**src/rtl/mux_n_to_1_arb.sv**
```systemverilog
// N-input arbitrating mux with a one-entry valid/ready output register.
// Define MUX_ARB_ROUND_ROBIN_EN for rotating priority; otherwise the lowest valid index wins.
module mux_n_to_1_arb #(
    parameter int DATA_WIDTH = 32,
    parameter int NUM_INPUTS = 4,
    parameter int SEL_WIDTH  = $clog2(NUM_INPUTS)
) (
    input  logic                           clk,
    input  logic                           rst_n,
    input  logic                           flush,
    input  logic [NUM_INPUTS*DATA_WIDTH-1:0] in_data,
    input  logic [NUM_INPUTS-1:0]          in_valid,
    output logic [NUM_INPUTS-1:0]          in_ready,
    output logic [DATA_WIDTH-1:0]          out_data,
    output logic [SEL_WIDTH-1:0]           out_sel,
    output logic                           out_valid,
    input  logic                           out_ready
);

    logic                  r_live;
    logic                  r_out_valid;
    logic [DATA_WIDTH-1:0] r_out_data;
    logic [SEL_WIDTH-1:0]  r_out_sel;

    logic [SEL_WIDTH-1:0]  w_base;
    logic [SEL_WIDTH-1:0]  w_win;
    logic [SEL_WIDTH:0]    w_sum;
    logic                  w_any;
    logic                  w_load_en;
    logic                  w_xfer;

`ifdef MUX_ARB_ROUND_ROBIN_EN
    logic [SEL_WIDTH-1:0]  r_ptr;

    always_ff @(posedge clk or negedge rst_n) begin
        if (!rst_n) begin
            r_ptr <= '0;
        end else if (w_xfer) begin
            r_ptr <= (w_win == SEL_WIDTH'(NUM_INPUTS - 1)) ? '0 : w_win + 1'b1;
        end
    end

    assign w_base = r_ptr;
`else
    assign w_base = '0;
`endif

    // Scan from w_base with wraparound; first requester found wins.
    always_comb begin
        w_any = 1'b0;
        w_win = '0;
        w_sum = '0;
        for (int k = 0; k < NUM_INPUTS; k++) begin
            w_sum = {1'b0, w_base} + (SEL_WIDTH+1)'(k);
            if (w_sum >= (SEL_WIDTH+1)'(NUM_INPUTS))
                w_sum = w_sum - (SEL_WIDTH+1)'(NUM_INPUTS);
            if (!w_any && in_valid[w_sum[SEL_WIDTH-1:0]]) begin
                w_any = 1'b1;
                w_win = w_sum[SEL_WIDTH-1:0];
            end
        end
    end

    // r_live keeps in_ready low until the first edge after reset release.
    assign w_load_en = r_live && !flush && (!r_out_valid || out_ready);
    assign w_xfer    = w_load_en && w_any;

    always_comb begin
        in_ready = '0;
        if (w_xfer)
            in_ready[w_win] = 1'b1;
    end

    always_ff @(posedge clk or negedge rst_n) begin
        if (!rst_n) begin
            r_live      <= 1'b0;
            r_out_valid <= 1'b0;
            r_out_data  <= '0;
            r_out_sel   <= '0;
        end else begin
            r_live <= 1'b1;
            if (flush) begin
                r_out_valid <= 1'b0;
            end else if (w_xfer) begin
                r_out_valid <= 1'b1;
                r_out_data  <= in_data[w_win*DATA_WIDTH +: DATA_WIDTH];
                r_out_sel   <= w_win;
            end else if (r_out_valid && out_ready) begin
                r_out_valid <= 1'b0;
            end
        end
    end

    assign out_valid = r_out_valid;
    assign out_data  = r_out_data;
    assign out_sel   = r_out_sel;

endmodule

```
**config.mk**
```make
export PLATFORM = sky130hd
export DESIGN_NAME = mux_n_to_1_arb
export DESIGN_NICKNAME = d
export VERILOG_FILES = /design/src/rtl/mux_n_to_1_arb.sv
export SDC_FILE = /design/constraint.sdc
export NUM_CORES = 1
export LEC_CHECK = 0
export ABC_AREA = 1
export CAP_MARGIN = 0
export CORE_MARGIN = 3
export CORE_UTILIZATION = 35
export DETAILED_ROUTE_END_ITERATION = 16
export GPL_TIMING_DRIVEN = 0
export PLACE_DENSITY = 0.9
export SLEW_MARGIN = 20
export SYNTH_ARGS = -nofsm -noshare
export SYNTH_HDL_FRONTEND = slang
export SYNTH_SLANG_ARGS = --single-unit
```
**constraint.sdc**
```tcl
create_clock -name clk -period 1.1 [get_ports clk]
set_input_delay 0.165 -clock clk [delete_from_list [all_inputs] [get_ports clk]]
set_output_delay 0.165 -clock clk [all_outputs]
set_load 0.01 [all_outputs]
```
## Word level (Yosys, flattened, before mapping)

Index checks and enable logic that the tools add are counted.

- Bits in read-only memories: 0
- Memories kept: 0
- Bits in registers: 36
- Input port bits: 136
- RAM bits: 0
- Bits in latches: 0
- Logic and storage cells: 37

- Mux-type cells: 13
- Equal/unequal tests: 0
- Add/subtract/negate cells: 0
- Bitwise operators: 1
- Magnitude comparators: 2
- Div/mod/pow operators: 0
- Shift operators: 1
- Multiply operators: 0
- Reduce and logical (&&, ||, !) cells: 16

Operators with widths:

| operator | count |
|---|---|
| 128-bit by 8-bit variable part select with 32-bit output | 1 |
| 1-bit two-way mux | 9 |
| 1-bit logical AND | 8 |
| 1-bit zero test | 5 |
| 2-bit two-way mux | 2 |
| 4-bit two-way mux | 1 |
| 2-bit by 3-bit < comparator with 1-bit output (second input constant) | 1 |
| 3-bit nonzero test | 1 |
| 1-bit demux with 2-bit select | 1 |
| 2-bit by 1-bit greater-or-equal comparator with 1-bit output (second input constant) | 1 |
| 2-bit AND reduction | 1 |
| 1-bit logical OR | 1 |
| 1-bit inverter | 1 |

## Logic depth before layout (Yosys ltp)

- Word-level depth: 15
- Depth in mapped cells: 11

## Worst setup path before layout

No wires, ideal clock.

- Path type: register to output
- From: register r_out_valid, in the netlist out_valid
- To: output in_ready[0]
- Path slack: -0.326 ns
- Cell stages (with the launch flop): 7
- Path buffers: 1
- Data required time: 0.935 ns
- Data arrival time: 1.261 ns
- Cell sequence: dfrtp_1 > inv_1 > nor2_1 > nor3b_1 > nand2_1 > clkbuf_1 > nor3_1

- Longest elaborated chain between the ends: 5

RTL lines:

| item | line | RTL |
|---|---|---|
| start, declared | 21 | `logic r_out_valid;` |
| start signal, assigned | 77 | `r_out_valid <= 1'b0;` |
| start signal, assigned | 83 | `r_out_valid <= 1'b0;` |
| start signal, assigned | 85 | `r_out_valid <= 1'b1;` |
| 1-bit zero test | 65 | `assign w_load_en = r_live && !flush && (!r_out_valid \|\| out_ready);` |
| 1-bit logical OR | 65 |  |
| 1-bit logical AND | 65 |  |
| 1-bit logical AND | 66 | `assign w_xfer = w_load_en && w_any;` |
| 4-bit two-way mux | 70 | `if (w_xfer)` |
| end, declared | 13 | `output logic [NUM_INPUTS-1:0] in_ready,` |

Every way passes these cells.

## Final worst setup path

- From: register r_out_valid, in the netlist out_valid
- To: output in_ready[1]

The elaborated chain is that of the path after synthesis.

==> summary.md <==
| Metric | Value |
|---|---|
| Status | `finished with violations` |
| Failing checks | `setup timing` |
| CP Launch Type | `flip-flop` |
| Die X-Extent | `98.6 µm` |
| Clk buf depth | `2` |
| Total core area | `between 8000 and 9000 µm²` |
| Layout Skew | `between 0.009 and 0.01 ns` |
| WL final | `11.5 mm` |
| Largest net degree at the start of global routing | `23` |
| Synth warn | `0` |
| Iteration-0 DRC Markers | `134` |
| Reg-to-Reg End | `out_data[29]` |
| DRC viols | `0` |
| Diode count | `0` |
| RR Startpoint | `out_valid` |
| Clock transition time at the flip-flop clock pins of the worst setup and hold paths | `0.08 ns` |
| CTS buffer count | `5` |
| Grt ovf | `0` |
| Clock Sinks | `36` |
| Layout cell share with drive strength beyond 1 | `12.9%` |
| Wire per inst | `13.6 µm` |
| Final core occ | `between 60% and 70%` |
| #FFs+latches synth | `36` |
| Initial antenna violation count | `0` |
| Post-Synthesis Net Count | `676` |
| Fmax achieved | `between 600 and 700 MHz` |
| Crit path to | `in_ready[1]` |
| Die H | `roughly 100 µm` |
| GRT Resource Usage Total | `23.5%` |
| Row Count | `33` |
| Avg Cell Area, Syn | `roughly 5.6 µm²` |
| Layout area overhead | `69.2%` |
| RSZ-0062 raised after global routing | `true` |
| DPL Wire Length | `8.80 mm` |
| Synth unique cells | `20` |
| Final hold violation count | `0` |
| Root buffer cell | `clkbuf_8` |
| Routed vias/inst | `~4.7` |
| Hold slack | `0.334 ns` |
| Latest clock arrival within the worst-skew pair | `between 0.2 and 0.3 ns` |
| Nets | `878` |
| I/O pin cnt | `between 150 and 200` |
| Pre-antenna DRT Iters | `5` |
| CTS HTree Levels | `2` |
| Max-cap violations | `0` |
| Final setup violation count | `40` |
| Crit path kind | `reg2out` |
| PwrDens | `slightly above 900 nW/µm²` |
| Commonest non-fill, non-tap cell in the layout | `nand2_1` |
| Syn Inst Count | `540` |
| Final worst-path cycle share | `149%` |
| CP max FO | `8` |
| Crit path time final | `1.64 ns` |
| Register area | `901 µm²` |
| Die ar. | `between 9000 and 10000 µm²` |
| Static Leak | `just under 3 nW` |
| Hold Crit Class | `in2async` |
| Cell area after synthesis | `about 3000 µm²` |
| Critical Path RT | `around 0.94 ns` |
| Maximum VDD drop | `0.000484 V` |
| CTS tree | `yes` |
| Port-buffer cells | `174` |
| Arrival @ worst endpoint | `1.47 ns` |
| Critical path origin | `out_valid` |
| Critical Path Max Stage Delay | `0.39 ns` |
| DP Worst Slack | `-1.21 ns` |
| Slowest cell on the critical path | `dfrtp_1` |
| Worst Setup End Kind | `output pin` |
| Setup_tns | `-15.84 ns` |
| Layout Cells excl Fill | `848` |
| Crit path cell chain | `inv_2 -> nor2_2 -> nor3b_2 -> nand2_2 -> buf_8 -> nor2_1 -> buf_2` |
| Global-route wire length before repair | `18.6 mm` |
| Initial Util | `a little over a third` |
| Worst R2R Path Depth | `10` |
| Post-route setup slack | `-0.538 ns` |
| Vias in the first global route | `3980` |
| Via count | `4000` |
| Fill count | `~750` |
| R2R setup slack | `-0.44 ns` |
| Seq/Total Area, Yosys | `30.0%` |
| GP Congestion | `0.947` |
| Pins Over Slew Limit | `0` |
| Cell count after placement | `820` |
| Most frequent cells in the layout | `nand2_1 (229), clkdlybuf4s50_1 (130), inv_1 (129)` |
| Footprint of the multi-input gates | `around 1500 µm²` |
| Final ANT Viol Nets | `0` |
[cell families (layout without fill, tap and decap cells)]
kind of cell / Yosys count / after routing / synth area share [%]
buffers and inverters: 163 / 366 / 22.0
DFF: 36 / 36 / 30.0
AOI/OAI and AO/OA: 35 / 35 / 6.04
and+or+nand+nor: 305 / 305 / 41.9
other: 1 / 1 / 0.125
[critical path: cells and delay by family, from the launching register on]
kind | cells | cell delay (ns)
flip-flops | 1 | 0.39
buffers and inverters | 3 | 0.35
AND/OR/NAND/NOR | 4 | 0.43
[repair_timing]
item / in CTS / in global routing
hold buffers: 1 / 0
gates resized for setup: 121 / 30
hold endpoints to repair: 14 / 0
pin swaps: 9 / 3
buffers inserted: 14 / 4
cloned: 3 / 0
endpoints found under the setup margin: 74 / 69
[final cells by class]
class                           count  share of cell area, %
Tap cell                          105                   2.59
Clock buffer                        8                   1.77
Multi-Input combinational cell    341                   29.1
Buffer                             29                   4.14
Inverter                          134                   10.0
Timing Repair Buffer              195                   34.6
Sequential cell                    36                   17.7
[registers in the layout, indices dropped and copies added, names as in the netlist]
signal / count
r_live: 1
out_sel: 2
out_valid: 1
out_data: 32
[cells in the mapped netlist]
library cell | number | area share [%]
buf_6 | 5 | 1.9
nand2_1 | 230 | 29
inv_1 | 132 | 17
inv_2 | 2 | 0.25
nand3_2 | 1 | 0.33
buf_2 | 8 | 1.3
dfrtp_1 | 36 | 30
o21ai_2 | 1 | 0.29
conb_1 | 1 | 0.12
nand3_1 | 64 | 11
nand2_2 | 1 | 0.21
clkbuf_1 | 13 | 1.6
nor2_4 | 2 | 0.75
nor2_1 | 4 | 0.50
o21ai_0 | 33 | 5.5
buf_1 | 3 | 0.37
o31ai_1 | 1 | 0.25
nand3b_1 | 1 | 0.25
nor3_1 | 1 | 0.17
nor3b_1 | 1 | 0.25
[report_power, final]
part           internal, mW  leakage, nW  switching [mW]
sequential             1.56        0.449           0.140
clock                 0.511       0.0455           0.463
combinational          1.04         2.46           0.962
[worst min path at each step]
stage | cells past startpoint | startpoint | to
finish | 2 | rst_n | out_data[5]
global route | 2 | rst_n | out_data[5]
global placement | 2 | out_data[14] | out_data[14]
CTS | 2 | rst_n | out_data[5]
detailed placement | 1 | rst_n | out_data[5]
floorplan | 0 | rst_n | out_data[0]
[metal layers]
| metal | routed length (µm) | global-route usage [%] |
|---|---|---|
| met1 | 4500 | 28.4 |
| met2 | 5820 | 41.1 |
| met4 | 276 | 9.03 |
| met3 | 919 | 4.67 |
| met5 | 0 | 0 |
[through the flow]
stage | power (mW) | instance area [µm²]
3_3_place_gp | 3.75 | 4910
3_5_place_dp | 3.81 | 4930
2_1_floorplan | 2.56 | 3040
6_report | 4.68 | 5080
5_1_grt | 5.01 | 5080
4_1_cts | 4.81 | 5210
(Power assumes the default switching activity.)
